<file path="src/rtl/uart_rx.sv">
`default_nettype none
// +--------------------------------------------------------------------------+
// | Module      : uart_rx                                                    |
// | Description : 16x-oversampling UART receiver with holding register,     |
// |               frame-error pulse and sticky overrun flag.                 |
// | Revision    : 1.0                                                        |
// +--------------------------------------------------------------------------+
module uart_rx #(
    parameter int DBIT    = 8,
    parameter int SB_TICK = 16
) (
    input  logic            clk,
    input  logic            reset,
    input  logic            s_tick,
    input  logic            rx,
    input  logic            rd_uart,
    output logic [DBIT-1:0] dout,
    output logic            rx_valid,
    output logic            rx_done_tick,
    output logic            frame_err,
    output logic            overrun
);

    localparam int              c_NW      = (DBIT > 1) ? $clog2(DBIT) : 1;
    localparam logic [c_NW-1:0] c_N_LAST  = c_NW'(DBIT - 1);
    localparam logic [3:0]      c_SB_LAST = 4'(SB_TICK - 1);

    typedef enum logic [1:0] {
        ST_IDLE  = 2'd0,
        ST_START = 2'd1,
        ST_DATA  = 2'd2,
        ST_STOP  = 2'd3
    } state_t;

    state_t            r_state;
    logic [3:0]        r_s;
    logic [c_NW-1:0]   r_n;
    logic [DBIT-1:0]   r_b;
    logic              r_rx_meta;
    logic              r_rx_s;

    logic              w_stop_end;
    logic              w_frame_ok;

    // Final stop-bit sample; outputs are committed on this clock.
    assign w_stop_end = (r_state == ST_STOP) && s_tick && (r_s == c_SB_LAST);
    assign w_frame_ok = w_stop_end && r_rx_s;

    always_ff @(posedge clk or negedge reset) begin
        if (!reset) begin
            r_rx_meta <= 1'b1;
            r_rx_s    <= 1'b1;
        end else begin
            r_rx_meta <= rx;
            r_rx_s    <= r_rx_meta;
        end
    end

    always_ff @(posedge clk or negedge reset) begin
        if (!reset) begin
            r_state      <= ST_IDLE;
            r_s          <= '0;
            r_n          <= '0;
            r_b          <= '0;
            dout         <= '0;
            rx_valid     <= 1'b0;
            rx_done_tick <= 1'b0;
            frame_err    <= 1'b0;
            overrun      <= 1'b0;
        end else begin
            rx_done_tick <= w_frame_ok;
            frame_err    <= w_stop_end && !r_rx_s;

            case (r_state)
                ST_IDLE: begin
                    if (!r_rx_s) begin
                        r_state <= ST_START;
                        r_s     <= '0;
                    end
                end
                ST_START: begin
                    if (s_tick) begin
                        if (r_s == 4'd7) begin
                            // A high line at mid start bit is a glitch, not a frame.
                            if (!r_rx_s) begin
                                r_state <= ST_DATA;
                                r_s     <= '0;
                                r_n     <= '0;
                            end else begin
                                r_state <= ST_IDLE;
                            end
                        end else begin
                            r_s <= r_s + 4'd1;
                        end
                    end
                end
                ST_DATA: begin
                    if (s_tick) begin
                        if (r_s == 4'd15) begin
                            r_s <= '0;
                            r_b <= {r_rx_s, r_b[DBIT-1:1]};
                            if (r_n == c_N_LAST) begin
                                r_state <= ST_STOP;
                            end else begin
                                r_n <= r_n + 1'b1;
                            end
                        end else begin
                            r_s <= r_s + 4'd1;
                        end
                    end
                end
                ST_STOP: begin
                    if (s_tick) begin
                        if (r_s == c_SB_LAST) begin
                            r_state <= ST_IDLE;
                            r_s     <= '0;
                        end else begin
                            r_s <= r_s + 4'd1;
                        end
                    end
                end
                default: r_state <= ST_IDLE;
            endcase

            // A simultaneous read consumes the old word, so the new one is not an overrun.
            if (w_frame_ok) begin
                dout     <= r_b;
                rx_valid <= 1'b1;
                if (rx_valid) begin
                    overrun <= !rd_uart;
                end
            end else if (rd_uart && rx_valid) begin
                rx_valid <= 1'b0;
                overrun  <= 1'b0;
            end
        end
    end

endmodule
`default_nettype wire

</file>
<file path="config.mk">
export PLATFORM = sky130hd
export DESIGN_NAME = uart_rx
export DESIGN_NICKNAME = d
export VERILOG_FILES = /design/src/rtl/uart_rx.sv
export SDC_FILE = /design/constraint.sdc
export NUM_CORES = 1
export LEC_CHECK = 0
export BUFFER_PORTS_ARGS = -buffer_cell sky130_fd_sc_hd__buf_2
export CAP_MARGIN = 20
export CORE_MARGIN = 3
export CORE_UTILIZATION = 55
export DETAILED_ROUTE_END_ITERATION = 16
export GPL_TIMING_DRIVEN = 0
export PLACE_DENSITY = 0.76
export SLEW_MARGIN = 0
export SYNTH_ARGS = -nofsm -noshare
export SYNTH_HDL_FRONTEND = slang
export SYNTH_SLANG_ARGS = --single-unit
export TNS_END_PERCENT = 100
</file>
<file path="constraint.sdc">
create_clock -name clk -period 1.8 [get_ports clk]
set_input_delay 0.27 -clock clk [delete_from_list [all_inputs] [get_ports clk]]
set_output_delay 0.27 -clock clk [all_outputs]
set_load 0.02 [all_outputs]
</file>
==> results.yml, run 1 <==
clock_tree:
  cts_tree: "done"
  clock_tree_root_buffer_cell: "clkbuf_4"
  clk_pin_slew_worst_paths_ps: 100
  clock_buffers_created_by_tritoncts: 5
  sinks_on_the_clock_net: 31
  clk_path_buf_depth: 2
  htreeDepth: 2
  clock_insertion_delay_worst_skew_ps: 320
sta:
  setup_repair_after_global_routing_missed_its_margin: "false"
  final_period_minus_worst_setup_slack_ps: 1750
  setup_viol: 0
  clock_skew_ps: 7.99
  timing.final.hold_violations: 0
  worst_slew_margin_rel_pct: 56.7
  max_clock_freq_mhz: 573
  finalMaxSlewViolations: 0
  worst_slew_pin_slew_ps: 649
  whs_ps: 37.9
  fin_crit_share_pct: 97.0
  timing.final.ws_setup_ps: 53.4
routing:
  drc_viols: 0
  route.vias.total: 969
  drt_first_pass_iters: 4
  route.detailed.vias_per_inst: 5.87
  detail_route.wirelength_um: 2450
  route.detailed.wl_per_inst_um: 14.9
  initialDrtViolationCount: 30
  postRouteAntennaNets: 0
place:
  place_ws_ps: -108
  buffer_ports.inserted: 16
  place_congestion: 0.867
  hpwl_um: 1680
flow_run:
  cap_viol_max_count: 0
floorplan:
  placement_rows: 17
  pin_count: 17
  initial_core_util_pct: 60.5
  die_h_um: 56.5
  fp.dieArea_um2: 3190
  die-width_um: 56.5
  core-area_um2: 2320
synthesis:
  synth_async_sr_flop_share_pct: 100
  synth.lib_cells_used.distinct: 36
  post_synthesis_xor_xnor_area_fraction_pct: 0
  largest_family_of_logic_cells_by_synthesized_area: "multiplexers"
  synthesis.nets: 118
  synthesis.instances: 110
  synth-compound-area-share_pct: 11.9
  post_synth_instance_area_um2: 1400
  synth_area_per_cell_um2: 12.8
  synth_top_flop_cell: "dfrtp_1"
  synth-seq-area-share_pct: 55.5
  post_synth_mux_area_share_pct: 15.1
  yosysWarningCount: 0
  synth-simple-area-share_pct: 11.8
  synth.ff_latch_count: 31
  adder_cell_share_of_the_synthesized_area_pct: 2.68
  synth-edff-count: 0
power_and_ir_drop:
  vdd_drop_max_uv: 838
  power.density_nw_per_um2: 1020
  power.static_leakage_nw: 0.828
global_route:
  grt_pass1_vias: 942
  grt_pass1_wl_um: 4490
  gr-total-overflow: 0
  grt.total_usage_pct: 18.1
  grt_max_degree: 32
  grt_antenna_before_repair: 0
worst_setup_path:
  timing.setup.critical_path_class: "reg -> reg"
  worstPathMaxFanout: 7
  worstPathArrival_ps: 1960
  crit_chain: "ha_4, and3_2, nor3b_4, buf_4, and2b_2, mux2_2"
  cp_slowest_stage_delay_ps: 450
  crit_path_start_kind: "flop"
  slowest_cp_cell: "dfrtp_1"
  crit_required_ps: 2020
  worst_setup_path_end_kind: "flop"
  regToRegSetupSlack_ps: 50
worst_hold_path:
  holdCritPathClass: "in -> reg"
final_layout:
  drive_above_1_share_pct: 43.1
  final_net_count: 144
  synthToLayoutAreaGrowth_pct: 17.7
  filler_cell_count: 167
  antenna-diode-count: 0
outcome:
  outcome: "completed"
-- path summary, 6_finish.rpt --
kind                                 from        end  cells past startpoint
worst max-delay path               r_s[1]     r_n[0]                      6
worst min-delay path                   rx  r_rx_meta                      1
worst max register to register     r_s[1]     r_n[0]                      6
worst min register to register  r_rx_meta     r_rx_s                      0
min in group asynchronous           reset     r_s[3]                      2
max in group asynchronous           reset     r_s[0]                      2
-- cells in the final DEF (no fill, tap or decap), types with 3 or more instances in the layout --
master     n
a21boi_0   3
a21oi_1    6
a31oi_1    3
buf_2     18
clkbuf_4   5
dfrtp_1   28
mux2_2    17
nand2_1    4
nand3_1    4
nor2_1     3
o21ai_0    3
-- power by group --
| group | leakage, nW | switching, mW | internal, mW |
|---|---|---|---|
| registers | 0.419 | 0.0897 | 0.755 |
| clock network | 0.0375 | 0.232 | 0.228 |
| logic | 0.372 | 0.208 | 0.171 |
-- repair_timing --
action / in CTS / in global routing
hold buffers: 1 / 0
setup endpoints to repair: 18 / 18
pin swaps: 0 / 1
resized for setup: 2 / 3
hold endpoints to repair: 29 / 0
setup buffers: 2 / 0
-- final cells by class --
class / instances / area (um^2) / share of cell area (%)
flip-flops and latches: 31 / 779 / 47.2
multi-input cells: 71 / 598 / 36.2
repair buffers: 19 / 118 / 7.13
clock buffers: 7 / 65.1 / 3.94
plain buffers: 6 / 40.0 / 2.43
well taps: 28 / 35.0 / 2.12
clock inverters: 1 / 7.51 / 0.455
inverters: 2 / 7.51 / 0.455
-- kinds of logic after synthesis --
logic type,count (synthesis)
AOI/OAI and AO/OA,24
adders and majority gates,3
buffers and inverters,8
DFF,31
muxes,19
and+or+nand+nor,25
-- through the flow --
| stage | power, mW | instances | utilization [%] | TNS (ps) | cell area, um^2 |
|---|---|---|---|---|---|
| 2_1_floorplan | 1.10 | 110 | - | 0 | 1400 |
| 3_3_place_gp | 1.18 | 154 | 65.5 | -1000 | 1520 |
| 3_5_place_dp | 1.19 | 154 | 65.5 | -1590 | 1520 |
| 4_1_cts | 1.67 | 165 | 70.5 | 0 | 1640 |
| 5_1_grt | 1.79 | 165 | 71.2 | 0 | 1650 |
| 6_report | 1.68 | 165 | 71.2 | 0 | 1650 |
-- flip-flops by register name (all words and copies together) (netlist names), named ones only --
| register | count |
|---|---|
| rx_valid | 1 |
| r_s | 4 |
| r_state | 1 |
| r_rx_meta | 1 |
| r_b | 8 |
| rx_done_tick | 1 |
| dout | 8 |
| r_n | 3 |
| frame_err | 1 |
| r_rx_s | 1 |
| overrun | 1 |
-- metal layers --
metal / track usage (%) / up-vias / routed length (um)
met1: 23.6 / 477 / 1110
met4: 7.12 / 0 / 28
met5: 0 / - / 0
met3: 6.90 / 2 / 121
li1: - / 465 / -
met2: 27.2 / 25 / 1200
-- synthesized netlist by cell type (all sizes together) (2+ instances only) --
library cell	number	area, um^2
dfrtp	29	726
mux2	17	191
a21oi	6	30.0
buf	4	28.8
nand2	4	15.0
nand3	4	20.0
a21boi	3	22.5
a31oi	3	18.8
ha	3	37.5
nor2	3	11.3
o21ai	3	15.0
a22o	2	20.0
clkbuf	2	7.51
dfstp	2	52.6
inv	2	7.51
mux2i	2	20.0
nand3b	2	15.0
nor3	2	10.0
nor4b	2	17.5
-- critical path: cells and delay by family (launching register included) --
kind          cells  cell delay (ps)
fa+ha+maj         1              210
buf+inv           1              140
flops             1              450
mux               1              260
simple gates      3              600
Power figures use the tool's default switching activity.
==> run 2, diff against run 1 <==
--- a/config.mk
+++ b/config.mk
@@ -6,8 +6,8 @@
 export NUM_CORES = 1
 export LEC_CHECK = 0
 export BUFFER_PORTS_ARGS = -buffer_cell sky130_fd_sc_hd__buf_2
-export CAP_MARGIN = 20
-export CORE_MARGIN = 3
+export CAP_MARGIN = 25
+export CORE_MARGIN = 5
 export CORE_UTILIZATION = 55
 export DETAILED_ROUTE_END_ITERATION = 16
 export GPL_TIMING_DRIVEN = 0
==> run 2 against run 1 <==
  * Clock power is 21% higher
  * Die area is 15% higher
  * Register-to-register slack hardly changed
  * Via count is 0.21% higher
  * Utilization is 2.6 points lower
  * Fmax is 0.85% higher
  * First-iteration DRC count is 10% higher
  * Flip-flop and latch count stayed put
  * Largest cell class unchanged
  * Largest power group unchanged
  * Highest routed layer unchanged
==> results.yml, run 2 (synthesis gave the netlist of run 1 again) <==
worst_hold_path:
  whs_endpoint: "r_rx_meta"
  worst_hold_path.num_cells: 1
  worstHoldStart: "rx"
  holdCritPathClass: "in -> reg"
clock_tree:
  cts_tree: "done"
  sinks_on_the_clock_net: 31
  clock_insertion_delay_worst_skew_ps: 330
  clock_buffers_created_by_tritoncts: 5
  clk_pin_slew_worst_paths_ps: 90
  clk_path_buf_depth: 2
  clock_tree_root_buffer_cell: "clkbuf_4"
  htreeDepth: 2
final_layout:
  synthToLayoutAreaGrowth_pct: 20.0
  antenna-diode-count: 0
  largest_registers_in_the_final_layout: "dout: 8 flops, r_b: 8 flops, r_s: 4 flops"
  final_net_count: 148
  drive_above_1_share_pct: 44.0
  filler_cell_count: 182
  mostFrequentLayoutCells: "29 x dfrtp_1, 18 x buf_2, 17 x mux2_2"
  final_common_cell: "dfrtp_1"
  final_cell_area_um2: 1680
routing:
  route.vias.total: 971
  route.detailed.vias_per_inst: 5.68
  initialDrtViolationCount: 33
  route.detailed.wl_per_inst_um: 14.9
  drt_first_pass_iters: 4
  drc_viols: 0
  postRouteAntennaNets: 0
  detail_route.wirelength_um: 2540
sta:
  fin_crit_share_pct: 96.2
  worst_slew_margin_rel_pct: 55.9
  sum_of_negative_setup_slack_ps: 0
  max_clock_freq_mhz: 577
  whs_ps: 29.4
  final_period_minus_worst_setup_slack_ps: 1730
  worst_slew_pin_slew_ps: 662
  clock_skew_ps: 4.74
  setup_repair_after_global_routing_missed_its_margin: "false"
  timing.final.hold_violations: 0
  setup_viol: 0
  finalMaxSlewViolations: 0
worst_setup_path:
  regToRegSetupSlack_ps: 70
  r2r-end: "r_n[0]"
  crit_path_start_kind: "flop"
  r2r-start: "r_s[1]"
  crit_required_ps: 2020
  worst_setup_path_end_kind: "flop"
  timing.setup.critical_path_class: "reg -> reg"
  rr_worst_depth: 6
  worstPathMaxFanout: 6
  worstPathArrival_ps: 1950
power_and_ir_drop:
  power.static_leakage_nw: 0.856
  power.density_nw_per_um2: 1090
  vdd_drop_max_uv: 860
  total_power_draw_mw: 1.84
global_route:
  grt_pass1_wl_um: 4310
  grt_max_degree: 32
  grt.total_usage_pct: 16.1
  grt_pass1_vias: 980
  grt_antenna_before_repair: 0
  gr-total-overflow: 0
outcome:
  outcome: "completed"
place:
  placedInstanceArea_um2: 1520
  hpwl_um: 1710
  buffer_ports.inserted: 16
  place_congestion: 0.806
floorplan:
  fp.dieArea_um2: 3660
  initial_core_util_pct: 57.1
  placement_rows: 18
  die-width_um: 60.5
  pin_count: 17
  die_h_um: 60.5
  core-area_um2: 2450
flow_run:
  cap_viol_max_count: 0
## run 2: repair_timing
action / in CTS / in global routing
hold buffers: 1 / 0
hold endpoints to repair: 29 / 0
endpoints found under the setup margin: 18 / 15
resized for setup: 2 / 2
pin swaps: 0 / 1
buffers inserted: 3 / 3
## run 2: metal layers
layer | GRT usage (%) | routed length, um
met1 | 20.5 | 1110
met2 | 24.5 | 1230
met3 | 4.26 | 165
met5 | 0 | 0
met4 | 9.91 | 34
## run 2: area by class of cell
cell class	instances	area, um^2	share of cell area, %
Sequential cell	31	778	46.2
Multi-Input combinational cell	71	602	35.8
Timing Repair Buffer	23	135	8.03
Clock buffer	6	51.3	3.05
Tap cell	30	37.5	2.23
Buffer	6	36.3	2.16
Clock inverter	2	35.0	2.08
Inverter	2	7.51	0.446
## run 2: worst max-delay path by stage
| stage | endpoint | slack, ps | start |
|---|---|---|---|
| global route | dout[0] | 20 | r_s[1] |
| global placement | r_b[5] | -70 | r_s[1] |
| floorplan | r_b[0] | 130 | r_s[0] |
| detailed placement | r_b[3] | -90 | r_s[1] |
| finish | r_n[0] | 70 | r_s[1] |
| CTS | r_n[0] | 0.8 | r_s[1] |
## run 2: metrics by stage
| stage | util [%] | worst slack (ps) | cells |
|---|---|---|---|
| final | 68.6 | 68.2 | 171 |
| after global routing | 68.6 | 22.9 | 171 |
| after CTS | 67.1 | 0.769 | 168 |
| after detailed placement | 61.9 | -93.8 | 156 |
| after global placement | 61.9 | -73.1 | 156 |
| after floorplan | - | 133 | 110 |
## run 2: where the power goes
| part | total [mW] | leakage [nW] | switching, mW | internal (mW) |
|---|---|---|---|---|
| registers | 0.838 | 0.420 | 0.0854 | 0.753 |
| logic | 0.439 | 0.388 | 0.228 | 0.211 |
| clock network | 0.560 | 0.0482 | 0.232 | 0.328 |
| total | 1.84 | 0.856 | 0.545 | 1.29 |
## run 2: worst max-delay path: stages (launching register included)
cell     delay (ps)
dfrtp_1         450
ha_4            210
and3_4          190
nor3b_4         150
buf_4           160
and2b_2         210
mux2_2          260
